**src/rtl/addr_decoder_if.sv**
```systemverilog
// Upstream word bus and downstream four-FIFO write bus of the address decoder.
interface addr_decoder_if #(
  parameter int unsigned W_WIDTH = 32
);
  logic               valid_in;
  logic [W_WIDTH-1:0] data_in;
  logic               ready_out;
  logic [3:0]         fifo_full;
  logic [3:0]         fifo_wr_en;
  logic [W_WIDTH-1:0] fifo_data;

  modport slave (
    input  valid_in,
    input  data_in,
    input  fifo_full,
    output ready_out,
    output fifo_wr_en,
    output fifo_data
  );

  modport master (
    output valid_in,
    output data_in,
    output fifo_full,
    input  ready_out,
    input  fifo_wr_en,
    input  fifo_data
  );
endinterface

```
**src/rtl/addr_decoder.sv**
```systemverilog
// Decodes a word's address field against four programmable port addresses
// (plus broadcast) and writes it atomically to every matching downstream FIFO.
module addr_decoder #(
  parameter int unsigned           W_WIDTH    = 32,
  parameter int unsigned           ADDR_WIDTH = 8,
  parameter logic [ADDR_WIDTH-1:0] BCAST_ADDR = {ADDR_WIDTH{1'b1}}
) (
  input  logic                  clk,
  input  logic                  rst_n,
  addr_decoder_if.slave         bus,
  input  logic                  cfg_wr_en,
  input  logic [1:0]            cfg_sel,
  input  logic [ADDR_WIDTH-1:0] cfg_addr,
  output logic [7:0]            drop_cnt
);
  localparam int unsigned     NPORTS  = 4;
  localparam int unsigned     CNT_W   = 8;
  localparam logic [CNT_W-1:0] CNT_MAX = '1;

  logic [ADDR_WIDTH-1:0] port_addr_q [NPORTS];
  logic                  pend_vld_q,  pend_vld_d;
  logic [W_WIDTH-1:0]    pend_data_q, pend_data_d;
  logic [NPORTS-1:0]     pend_mask_q, pend_mask_d;
  logic [CNT_W-1:0]      drop_cnt_q,  drop_cnt_d;

  logic [ADDR_WIDTH-1:0] addr_field_c;
  logic [NPORTS-1:0]     mask_c;
  logic                  issue_c;
  logic                  accept_c;

  assign addr_field_c = bus.data_in[W_WIDTH-1 -: ADDR_WIDTH];

  // Decode against the registers as they stand before any coincident cfg write.
  always_comb begin
    mask_c = '0;
    for (int i = 0; i < NPORTS; i++) begin
      mask_c[i] = (addr_field_c == port_addr_q[i]) || (addr_field_c == BCAST_ADDR);
    end
  end

  // All-or-nothing issue: a multicast word waits until every target has room.
  assign issue_c       = pend_vld_q && ((pend_mask_q & bus.fifo_full) == '0);
  assign bus.ready_out = !pend_vld_q || issue_c;
  assign accept_c      = bus.valid_in && bus.ready_out;

  assign bus.fifo_wr_en = issue_c ? pend_mask_q : '0;
  assign bus.fifo_data  = pend_data_q;
  assign drop_cnt       = drop_cnt_q;

  always_comb begin
    pend_vld_d  = pend_vld_q;
    pend_data_d = pend_data_q;
    pend_mask_d = pend_mask_q;
    drop_cnt_d  = drop_cnt_q;
    if (issue_c) begin
      pend_vld_d  = 1'b0;
      pend_mask_d = '0;
    end
    if (accept_c) begin
      if (mask_c != '0) begin
        pend_vld_d  = 1'b1;
        pend_data_d = bus.data_in;
        pend_mask_d = mask_c;
      end else if (drop_cnt_q != CNT_MAX) begin
        drop_cnt_d = drop_cnt_q + CNT_W'(1);
      end
    end
  end

  always_ff @(posedge clk or negedge rst_n) begin
    if (!rst_n) begin
      pend_vld_q  <= 1'b0;
      pend_data_q <= '0;
      pend_mask_q <= '0;
      drop_cnt_q  <= '0;
    end else begin
      pend_vld_q  <= pend_vld_d;
      pend_data_q <= pend_data_d;
      pend_mask_q <= pend_mask_d;
      drop_cnt_q  <= drop_cnt_d;
    end
  end

  // Port address table; each port defaults to its own index.
  always_ff @(posedge clk or negedge rst_n) begin
    if (!rst_n) begin
      for (int i = 0; i < NPORTS; i++) begin
        port_addr_q[i] <= ADDR_WIDTH'(i);
      end
    end else if (cfg_wr_en) begin
      port_addr_q[cfg_sel] <= cfg_addr;
    end
  end
endmodule
```
**src/flat_wrapper.sv**
```systemverilog
// flat-port wrapper written by rule: the top's interface ports become plain ports
module addr_decoder_flat 
#(
  parameter int unsigned           W_WIDTH    = 32,
  parameter int unsigned           ADDR_WIDTH = 8,
  parameter logic [ADDR_WIDTH-1:0] BCAST_ADDR = {ADDR_WIDTH{1'b1}}
)
  (clk, rst_n, cfg_wr_en, cfg_sel, cfg_addr, drop_cnt, bus_valid_in, bus_data_in, bus_fifo_full, bus_ready_out, bus_fifo_wr_en, bus_fifo_data);
  addr_decoder_if #(.W_WIDTH(W_WIDTH)) bus_i ();
  input  logic clk;
  input  logic rst_n;
  input  logic cfg_wr_en;
  input  logic [1:0] cfg_sel;
  input  logic [ADDR_WIDTH-1:0] cfg_addr;
  output logic [7:0] drop_cnt;
  input wire logic [$bits(bus_i.valid_in)-1:0] bus_valid_in;
  input wire logic [$bits(bus_i.data_in)-1:0] bus_data_in;
  input wire logic [$bits(bus_i.fifo_full)-1:0] bus_fifo_full;
  output wire logic [$bits(bus_i.ready_out)-1:0] bus_ready_out;
  output wire logic [$bits(bus_i.fifo_wr_en)-1:0] bus_fifo_wr_en;
  output wire logic [$bits(bus_i.fifo_data)-1:0] bus_fifo_data;
  assign bus_i.valid_in = bus_valid_in;
  assign bus_i.data_in = bus_data_in;
  assign bus_i.fifo_full = bus_fifo_full;
  assign bus_ready_out = bus_i.ready_out;
  assign bus_fifo_wr_en = bus_i.fifo_wr_en;
  assign bus_fifo_data = bus_i.fifo_data;
  addr_decoder #(.W_WIDTH(W_WIDTH), .ADDR_WIDTH(ADDR_WIDTH), .BCAST_ADDR(BCAST_ADDR)) u_core (.clk(clk), .rst_n(rst_n), .bus(bus_i), .cfg_wr_en(cfg_wr_en), .cfg_sel(cfg_sel), .cfg_addr(cfg_addr), .drop_cnt(drop_cnt));
endmodule
```
**config.mk**
```make
export PLATFORM = sky130hd
export DESIGN_NAME = addr_decoder_flat
export DESIGN_NICKNAME = d
export VERILOG_FILES = /design/src/rtl/addr_decoder_if.sv /design/src/rtl/addr_decoder.sv /design/src/flat_wrapper.sv
export SDC_FILE = /design/constraint.sdc
export NUM_CORES = 1
export LEC_CHECK = 0
export ABC_CLOCK_PERIOD_IN_PS = 2020
export BUFFER_PORTS_ARGS = -buffer_cell sky130_fd_sc_hd__buf_2
export CAP_MARGIN = 30
export CORE_MARGIN = 8
export CORE_UTILIZATION = 35
export DETAILED_ROUTE_END_ITERATION = 6
export HOLD_SLACK_MARGIN = 0.1
export RECOVER_POWER = 100
export SYNTH_ARGS = -nofsm -noshare
export SYNTH_HDL_FRONTEND = slang
export SYNTH_SLANG_ARGS = --single-unit
```
**constraint.sdc**
```tcl
create_clock -name clk -period 2.02 [get_ports clk]
set_input_delay 0.101 -clock clk [delete_from_list [all_inputs] [get_ports clk]]
set_output_delay 0.101 -clock clk [all_outputs]
set_load 0.02 [all_outputs]
```
==> After elaboration in Yosys (flattened, before gate mapping) <==
Index checks and enable logic that the tools add are counted.
{ "op_classes": {"order_cmp": 2, "n_eq_ne": 6, "reduce_logical": 13, "bitwise": 3, "add_sub_neg": 1, "n_mux": 10} }
{ "ops": {"columns": ["operator", "n"], "rows": [
  ["bitwise mux 32 bit", 1],
  ["== test 8 bit", 4],
  ["demux 8 bit (select 2 bit)", 1],
  ["2-to-1 mux 4 bit", 4],
  ["adder 8 x 1 -> 8 bit, second input constant", 1],
  ["== test 8 bit, second input constant", 1],
  ["2-to-1 mux 8 bit", 1],
  ["inequality test 8 bit, second input constant", 1],
  ["logical OR 1 bit", 5],
  ["bitwise AND 4 bit", 1],
  ["zero test 4 bit", 1],
  ["nonzero test 4 bit", 1],
  ["greater-or-equal comparator 3 bit, second input constant", 1],
  ["logical AND 1 bit", 3],
  ["less-than comparator 3 x 1 -> 1 bit, second input constant", 1],
  ["2-to-1 mux 1 bit", 3],
  ["inverter 2 -> 3 bit", 1],
  ["AND reduction 3 bit", 1],
  ["AND reduction 2 bit", 1],
  ["zero test 1 bit", 1],
  ["inverter 1 bit", 1]
]} }
{ "totals": {"elab_cells": 43, "register_bits": 77, "out_inout_bits": 45} }

==> Depth between registers and ports, before layout <==
Gate-level depths: netlist of the first run.
{ "depth": {"word_depth": 6, "ltp_mapped": 9, "mapped_depth_nobuf": 6} }

==> Worst setup path before layout of the first run <==
No wires, ideal clock.
{ "synth_timing": {"path_kind": "reg-to-reg", "from": "reg u_core.port_addr_q[1] (netlist bit)", "to": "reg u_core.pend_data_q[25] (netlist: u_core.bus.fifo_data[25])", "n_path_buf": 2, "setup_time_ns": 0.127, "setup_slack_ns": 0.080, "arrival_time_ns": 1.812, "path_stages_with_launch": 9, "synth_period_minus_slack_ns": 1.940, "cell_sequence": "dfstp_2 > xor2_1 > nor4_1 > nand2_1 > nand4_4 > nor2b_4 > buf_12 > buf_8 > mux2_1"} }
{ "synth_via": {"elab_chain_cells": 4} }
{ "synth_rtl": {"columns": ["item", "line", "rtl"], "rows": [
  ["start, declared", "addr_decoder.sv:20", "logic [ADDR_WIDTH-1:0] port_addr_q [NPORTS];"],
  ["start signal, assigned by index", "addr_decoder.sv:88", "port_addr_q[i] <= ADDR_WIDTH'(i);"],
  ["start signal, assigned by index", "addr_decoder.sv:91", "port_addr_q[cfg_sel] <= cfg_addr;"],
  ["== test 8 bit", "addr_decoder.sv:37", "mask_c[i] = (addr_field_c == port_addr_q[i]) || (addr_field_c == BCAST_ADDR);"],
  ["logical OR 1 bit", "addr_decoder.sv:37", null],
  ["nonzero test 4 bit", "addr_decoder.sv:60", "if (mask_c != '0) begin"],
  ["AND reduction 2 bit (no line)", null, null],
  ["end signal, assigned", "addr_decoder.sv:78", "pend_data_q <= pend_data_d;"],
  ["end, declared", "addr_decoder.sv:22", "logic [W_WIDTH-1:0] pend_data_q, pend_data_d;"]
]} }
No other way between the ends.
A chain may end at the register's enable or synchronous reset.

==> Final worst setup path of the first run <==
{ "layout_timing": {"from": "reg u_core.port_addr_q[1] (netlist bit)", "to": "reg u_core.pend_data_q[30] (netlist: u_core.bus.fifo_data[30])"} }
The elaborated chain is that of the path after synthesis.

==> reports/results.tsv, run 1 <==
stage	metric	value	unit
finish	register area	0.00193	mm²
global_route	initial antenna violation count	0	
timing	Fmax achieved	0.477	GHz
placed_design	RePlAce Congestion	0.748	
finish	Final Util	46.6	%
timing	RSZ-0062 raised after global routing	yes	
synthesis	register area share after synthesis	53.5	%
drt	Wirelength per Cell	15.6	µm
power	Pint	3.37	mW
global_route	grt ovf	0	
drt	Initial DRT Pass Iterations	4	
synthesis	mean post-synth cell area	14.2	µm²
finish	footprint of the multi-input gates	0.00155	mm²
power	leakage	2.13	nW
timing	Worst Tran Pin Value	1000	ps
setup_path	Worst setup EP type	flop	
global_route	global-route wire length before repair	14500	µm
setup_path	Critical Path AT	2330	ps
synthesis	number of synthesized flops with an enable pin	0	
cts	Inserted Clock Buffers	9	
synthesis	Async SR Flop Fraction	100	%
global_route	vias in the first global route	2689	
drt	routed vias/inst	4.58	
power	peak supply drop	0.000412	V
finish	final instance area	0.00475	mm²
synthesis	Synth Net Count	306	
cts	H-tree depth	3	
timing	final slew viol count	0	
finish	layout cells sized above 1	35.9	%
power	total power	5.18	mW
placed_design	post-DP HPWL	5940	µm
synthesis	Mapped Area	0.00361	mm²
timing	Fin. Hold Viols	0	
timing	Setup-failing EPs final	32	
cts	CTS tree	built	
worst_hold_path	worst min path class	input port to flop	
floorplanning	Die Height	118	µm
setup_path	critical path class	flop to flop	
power	Sw Pwr	1.81	mW
setup_path	Max stage delay on crit path	550	ps
placed_design	Placed Instance Area	0.00424	mm²
drt	met2 WL post-DR	3750	µm
synthesis	cell count after synthesis	255	
setup_path	crit-path max FO	27	
drt	residual antenna-violating net count after detailed routing	0	
timing	Setup Skew	11.8	ps
cts	CTS Buffer Depth	2	
floorplanning	row cnt	37	
floorplanning	IO Pins	95	
timing	Final period util	104	%
setup_path	Startpoint Class	flop	
power	sequential power share	45.5	%
timing	setup_tns	-1490	ps
setup_path	Worst Path Required	2260	ps
floorplanning	total die area	0.0138	mm²
power	Clock Power Share	22.7	%
status	status	complete, but fails checks	
timing	min cycle time layout	2090	ps
cts	CTS root buffer	clkbuf_8	
finish	Fillers	970	
global_route	largest net degree at the start of global routing	75	
synthesis	#FFs+latches synth	77	
status	failing checks	negative setup slack	
drt	top sig layer	met4	
setup_path	R2R Path Start	u_core.port_addr_q[1]	
worst_hold_path	Hold Path Origin	bus_data_in[28]	
setup_path	Setup crit start	u_core.port_addr_q[1]	
synthesis	synth unique cells	31	
run	Max Cap Viol	0	
power	combinational power share	31.8	%
power	P per Cell Area	1090	mW/mm²
drt	M1 WL	4160	µm
drt	residual DRC count	0	
finish	Area growth syn-to-layout	31.5	%
synthesis	Yosys Warn Count	0	
drt	First DRT Iteration DRCs	91	
floorplanning	Starting Density	35.4	%
timing	max_slew headroom	33.3	%
cts	clock insertion delay at the later pin of the skew report	350	ps
setup_path	crit-path cells	xor2_1 -> nor4_2 -> nand2_1 -> nand4_4 -> nor2b_4 -> buf_12 -> mux2_1	
cts	Clock Sinks	77	
finish	layout net count	450	
setup_path	CP max stage cell	dfstp_2	
drt	Total Routed Length	8440	µm
timing	final hold slack	116	ps
drt	vias	2472	
power	Sw Share	35.0	%
timing	setup ws final	-74.9	ps
floorplanning	chip width	118	µm
floorplanning	Core Area	0.0102	mm²
placed_design	I/O Buffers	94	
synthesis	Synth Flop Type	dfrtp_1	
global_route	GRT Total Usage	12.8	%
drt	met3 wire len	454	µm
finish	final antenna diode count	0	
cts	CTS clk-pin slew, worst paths	90	ps
## timing repair
| item | 4_1_cts | 5_1_grt |
|---|---|---|
| gates resized for setup | 2 | 2 |
| setup endpoints to repair | 35 | 34 |
| buffers inserted | 2 | 0 |
| hold buffers | 35 | 0 |
| pin swaps | 1 | 0 |
| endpoints found under the hold margin | 130 | 0 |
## Yosys cell counts, types with 2 or more instances
master    instances  area share (%)
mux2_1            6             1.9
dfrtp_1          73              51
nand4_1           3            0.52
buf_6             3            0.94
nor4_1           11             1.9
buf_4             5             1.0
nand3_1           6            0.83
buf_12            3             1.7
a21o_1            3            0.62
nor3_1            3            0.42
a22oi_1           2            0.42
o21ai_0           3            0.42
nand2_1          14             1.5
mux2_4           20             8.3
and2_1            4            0.69
dfstp_2           4             2.9
xor2_1           39             9.5
mux2_2           39              12
nand3b_1          2            0.42
## worst max-delay path: cells and delay by family (launching register included)
kind	cells	cell delay [ps]
multiplexers	1	350
flip-flops	1	550
AND/OR/NAND/NOR	4	780
XOR/XNOR	1	70
buffers and inverters	1	220
## registers in the layout (all words and copies together), names as in the netlist
name,cells
u_core.pend_vld_q,1
u_core.drop_cnt,8
u_core.bus.fifo_data,32
u_core.pend_mask_q,4
u_core.port_addr_q,32
## power groups by stage
| stage | logic [mW] | registers, mW | clock network [mW] |
|---|---|---|---|
| 2_1_floorplan | 0.728 | 2.72 | 0 |
| 3_3_place_gp | 1.66 | 2.35 | 0 |
| 3_5_place_dp | 1.68 | 2.37 | 0 |
| 4_1_cts | 1.75 | 2.34 | 1.22 |
| 5_1_grt | 1.79 | 2.43 | 1.30 |
| 6_report | 1.64 | 2.36 | 1.18 |
## placed cells by master, fill, tap and decap left out, types with 2 or more instances in the layout
cell type / count
dfrtp_1: 73
clkbuf_1: 52
buf_2: 42
xor2_1: 39
mux2_2: 39
dlygate4sd3_1: 35
mux2_4: 21
nand2_1: 14
buf_4: 14
clkbuf_8: 10
nor4_1: 9
nand3_1: 6
mux2_1: 5
and2_1: 4
clkinvlp_4: 4
nand4_1: 3
a21o_1: 3
o21ai_0: 3
nor3_1: 3
dfstp_2: 3
a22oi_1: 2
nor4_2: 2
nand3b_1: 2
clkbuf_4: 2
## cell families (layout without fill, tap and decap cells)
logic type	count (synthesis)	count (layout)	share of synthesized area, %
buf+inv	13	162	4.16
simple gates	49	49	8.01
mux	65	65	22.4
xor+xnor	39	39	9.46
fa+ha+maj	1	1	0.347
flops	77	77	53.5
compound gates	11	11	2.15
## area by class of cell
type / count / share of cell area, %
sequential: 77 / 40.7
inverter: 1 / 0.0791
clock inverter: 5 / 1.27
multi-input combinational: 165 / 32.6
timing repair buffer: 145 / 18.8
tap: 136 / 3.59
clock buffer: 11 / 2.98
## worst paths after layout
check	to	slack, ps	cells past startpoint
min in group asynchronous	u_core.drop_cnt[0]	600	3
max	u_core.bus.fifo_data[30]	-70	7
min reg2reg	u_core.bus.fifo_data[26]	490	1
max in group asynchronous	u_core.pend_mask_q[2]	770	3
max reg2reg	u_core.bus.fifo_data[30]	-70	7
min	u_core.bus.fifo_data[28]	120	2
## per-layer routing
| metal | up-vias | track usage, % |
|---|---|---|
| li1 | 1187 | - |
| met1 | 1207 | 16.7 |
| met2 | 71 | 19.6 |
| met3 | 7 | 4.56 |
| met4 | 0 | 3.60 |
| met5 | - | 0 |
## through the flow
stage                     cells  worst slack, ps
after floorplan             255             80.1
after global placement      487             -200
after detailed placement    487             -225
after CTS                   540            -87.8
after global routing        540             -190
final                       540            -74.9
Power figures use the tool's default switching activity.
==> run 2, diff against run 1 <==
Settings changed: GPL_TIMING_DRIVEN set to 1, SKIP_CTS_REPAIR_TIMING set to 1.
==> run 2 against run 1 <==
The flow still finishes with violations (negative setup slack). Non-clock buffer count is 3 higher. Cell count increased by 0.56%. Clock-buffer cell count stayed put. Utilization up 0.49 points. Via count is 0.73% higher. Worst setup slack worse by 19 ps. Hold slack about the same. Largest cell class unchanged.
==> reports/results.tsv, run 2 (synthesized netlist as in run 1, its figures left out) <==
stage	metric	value	unit	change
status	status	complete, but fails checks		unchanged
status	failing checks	negative setup slack		unchanged
setup_path	Startpoint Class	flop		unchanged
timing	max_slew headroom	33.2	%	was 33.3%
placed_design	DP Worst Slack	-225	ps	unchanged
power	leakage	2.15	nW	was 2.13 nW
setup_path	crit-path max FO	4		was 27
finish	layout net count	453		was 450
global_route	vias in the first global route	2551		was 2,689
global_route	grt ovf	0		unchanged
cts	CTS tree	built		unchanged
timing	setup ws final	-94.4	ps	was -74.9 ps
timing	Worst Tran Pin Value	1000	ps	about the same
drt	Total Routed Length	8660	µm	was 8440 µm
finish	most common cell after layout, fill and taps aside	dfrtp_1		unchanged
placed_design	DP Cell Count	487		unchanged
cts	CTS clk-pin slew, worst paths	80	ps	was 90 ps
timing	Setup-failing EPs final	32		unchanged
setup_path	Worst Path Required	2260	ps	about the same
finish	final antenna diode count	0		unchanged
timing	final slew viol count	0		unchanged
timing	Final period util	105	%	was 104%
cts	CTS root buffer	clkbuf_8		unchanged
drt	vias	2490		was 2,472
setup_path	critical path class	flop to flop		unchanged
run	Max Cap Viol	0		unchanged
setup_path	Worst setup EP type	flop		unchanged
worst_hold_path	Hold Path Origin	bus_data_in[28]		unchanged
floorplanning	Core Area	0.0102	mm²	unchanged
finish	Fillers	975		was 970
floorplanning	total die area	0.0138	mm²	unchanged
floorplanning	Starting Density	35.4	%	unchanged
timing	Fin. Hold Viols	0		unchanged
global_route	largest net degree at the start of global routing	75		unchanged
cts	clock insertion delay at the later pin of the skew report	350	ps	about the same
finish	Area growth syn-to-layout	32.9	%	was 31.5%
drt	Wirelength per Cell	16.0	µm	was 15.6 µm
power	total power	5.20	mW	was 5.18 mW
drt	First DRT Iteration DRCs	85		was 91
finish	fin cells	543		was 540
global_route	global-route wire length before repair	13800	µm	was 14,500 µm
timing	Setup Skew	9.99	ps	was 11.8 ps
placed_design	RePlAce Congestion	0.748		unchanged
cts	Inserted Clock Buffers	9		unchanged
finish	leading cell types in the layout, fill and taps excluded	73 x dfrtp_1, 52 x clkbuf_1, 42 x buf_2, 39 x xor2_1, 39 x mux2_2		unchanged
setup_path	Setup crit start	u_core.port_addr_q[1]		unchanged
placed_design	post-DP HPWL	5940	µm	unchanged
drt	residual DRC count	0		unchanged
power	peak supply drop	0.000436	V	was 0.000412 V
timing	min cycle time layout	2110	ps	was 2090 ps
global_route	initial antenna violation count	0		unchanged
cts	Clock Sinks	77		unchanged
floorplanning	IO Pins	95		unchanged
worst_hold_path	worst min path class	input port to flop		unchanged
placed_design	I/O Buffers	94		unchanged
timing	RSZ-0062 raised after global routing	yes		unchanged
setup_path	Critical Path AT	2350	ps	was 2330 ps
cts	CTS Buffer Depth	2		unchanged
placed_design	Placed Instance Area	0.00424	mm²	unchanged
floorplanning	row cnt	37		unchanged
cts	H-tree depth	3		unchanged
setup_path	R2R setup slack	-90	ps	was -70 ps
drt	Initial DRT Pass Iterations	4		unchanged
finish	layout cells sized above 1	37.3	%	was 35.9%
finish	final instance area	0.00480	mm²	was 0.00475 mm²
floorplanning	chip width	118	µm	unchanged
timing	setup_tns	-2010	ps	was -1490 ps
power	P per Cell Area	1080	mW/mm²	was 1090 mW/mm²
floorplanning	Die Height	118	µm	unchanged
drt	routed vias/inst	4.59		was 4.58
setup_path	R2R Path Start	u_core.port_addr_q[1]		unchanged
drt	residual antenna-violating net count after detailed routing	0		unchanged
timing	Fmax achieved	0.473	GHz	was 0.477 GHz
global_route	GRT Total Usage	12.3	%	was 12.8%
## run 2: changes by cell type in the layout (fill, tap and decap cells not counted)
cell     before  now
nor2_4        0    1
buf_6         0    1
nor2_2        1    0
dfstp_2       3    4
dfstp_1       1    0
buf_4        14   16
nor4_1        9    6
nor4_2        2    5
## run 2: cell type report
class,count,area (µm²),area share [%]
clock buffer,11,141,2.95
clock inverter,5,60.1,1.25
inverter,1,3.75,0.0783
multi-input combinational,165,1570,32.7
sequential,77,1930,40.3
tap,136,170,3.55
timing repair buffer,148,918,19.1
## run 2: worst paths after layout
| path | end | depth (start not counted) |
|---|---|---|
| min | u_core.bus.fifo_data[28] | 2 |
| max in group asynchronous | u_core.port_addr_q[28] | 3 |
| max reg2reg | u_core.bus.fifo_data[4] | 8 |
| min in group asynchronous | u_core.drop_cnt[0] | 3 |
| max | u_core.bus.fifo_data[4] | 8 |
| min reg2reg | u_core.bus.fifo_data[26] | 1 |
## run 2: worst max-delay path, stage by stage, from the launching register on
cell	delay, ps
dfstp_2	550
xor2_1	70
nor4_2	320
nand2_1	160
nand4_4	120
nor2b_4	180
buf_4	140
buf_4	130
mux2_2	330
## run 2: per-layer routing
| metal | share of wire (%) | wire length [µm] | vias up | track usage (%) |
|---|---|---|---|---|
| met5 | 0 | 0 | - | 0 |
| met4 | 0.92 | 80 | 0 | 3.60 |
| met3 | 5.5 | 477 | 7 | 4.89 |
| met2 | 45 | 3930 | 73 | 18.1 |
| met1 | 48 | 4180 | 1219 | 16.2 |
| li1 | - | - | 1191 | - |
## run 2: stage by stage
stage,hold slack (ps),utilization (%)
after floorplan,-195,-
after detailed placement,-92.3,41.6
after global routing,107,47.1
after global placement,-94.4,41.6
final,115,47.1
after CTS,-482,43.6
## run 2: power breakdown
group          switching (mW)  internal, mW
Sequential              0.337          2.02
Clock                   0.570         0.605
Combinational           0.917         0.744
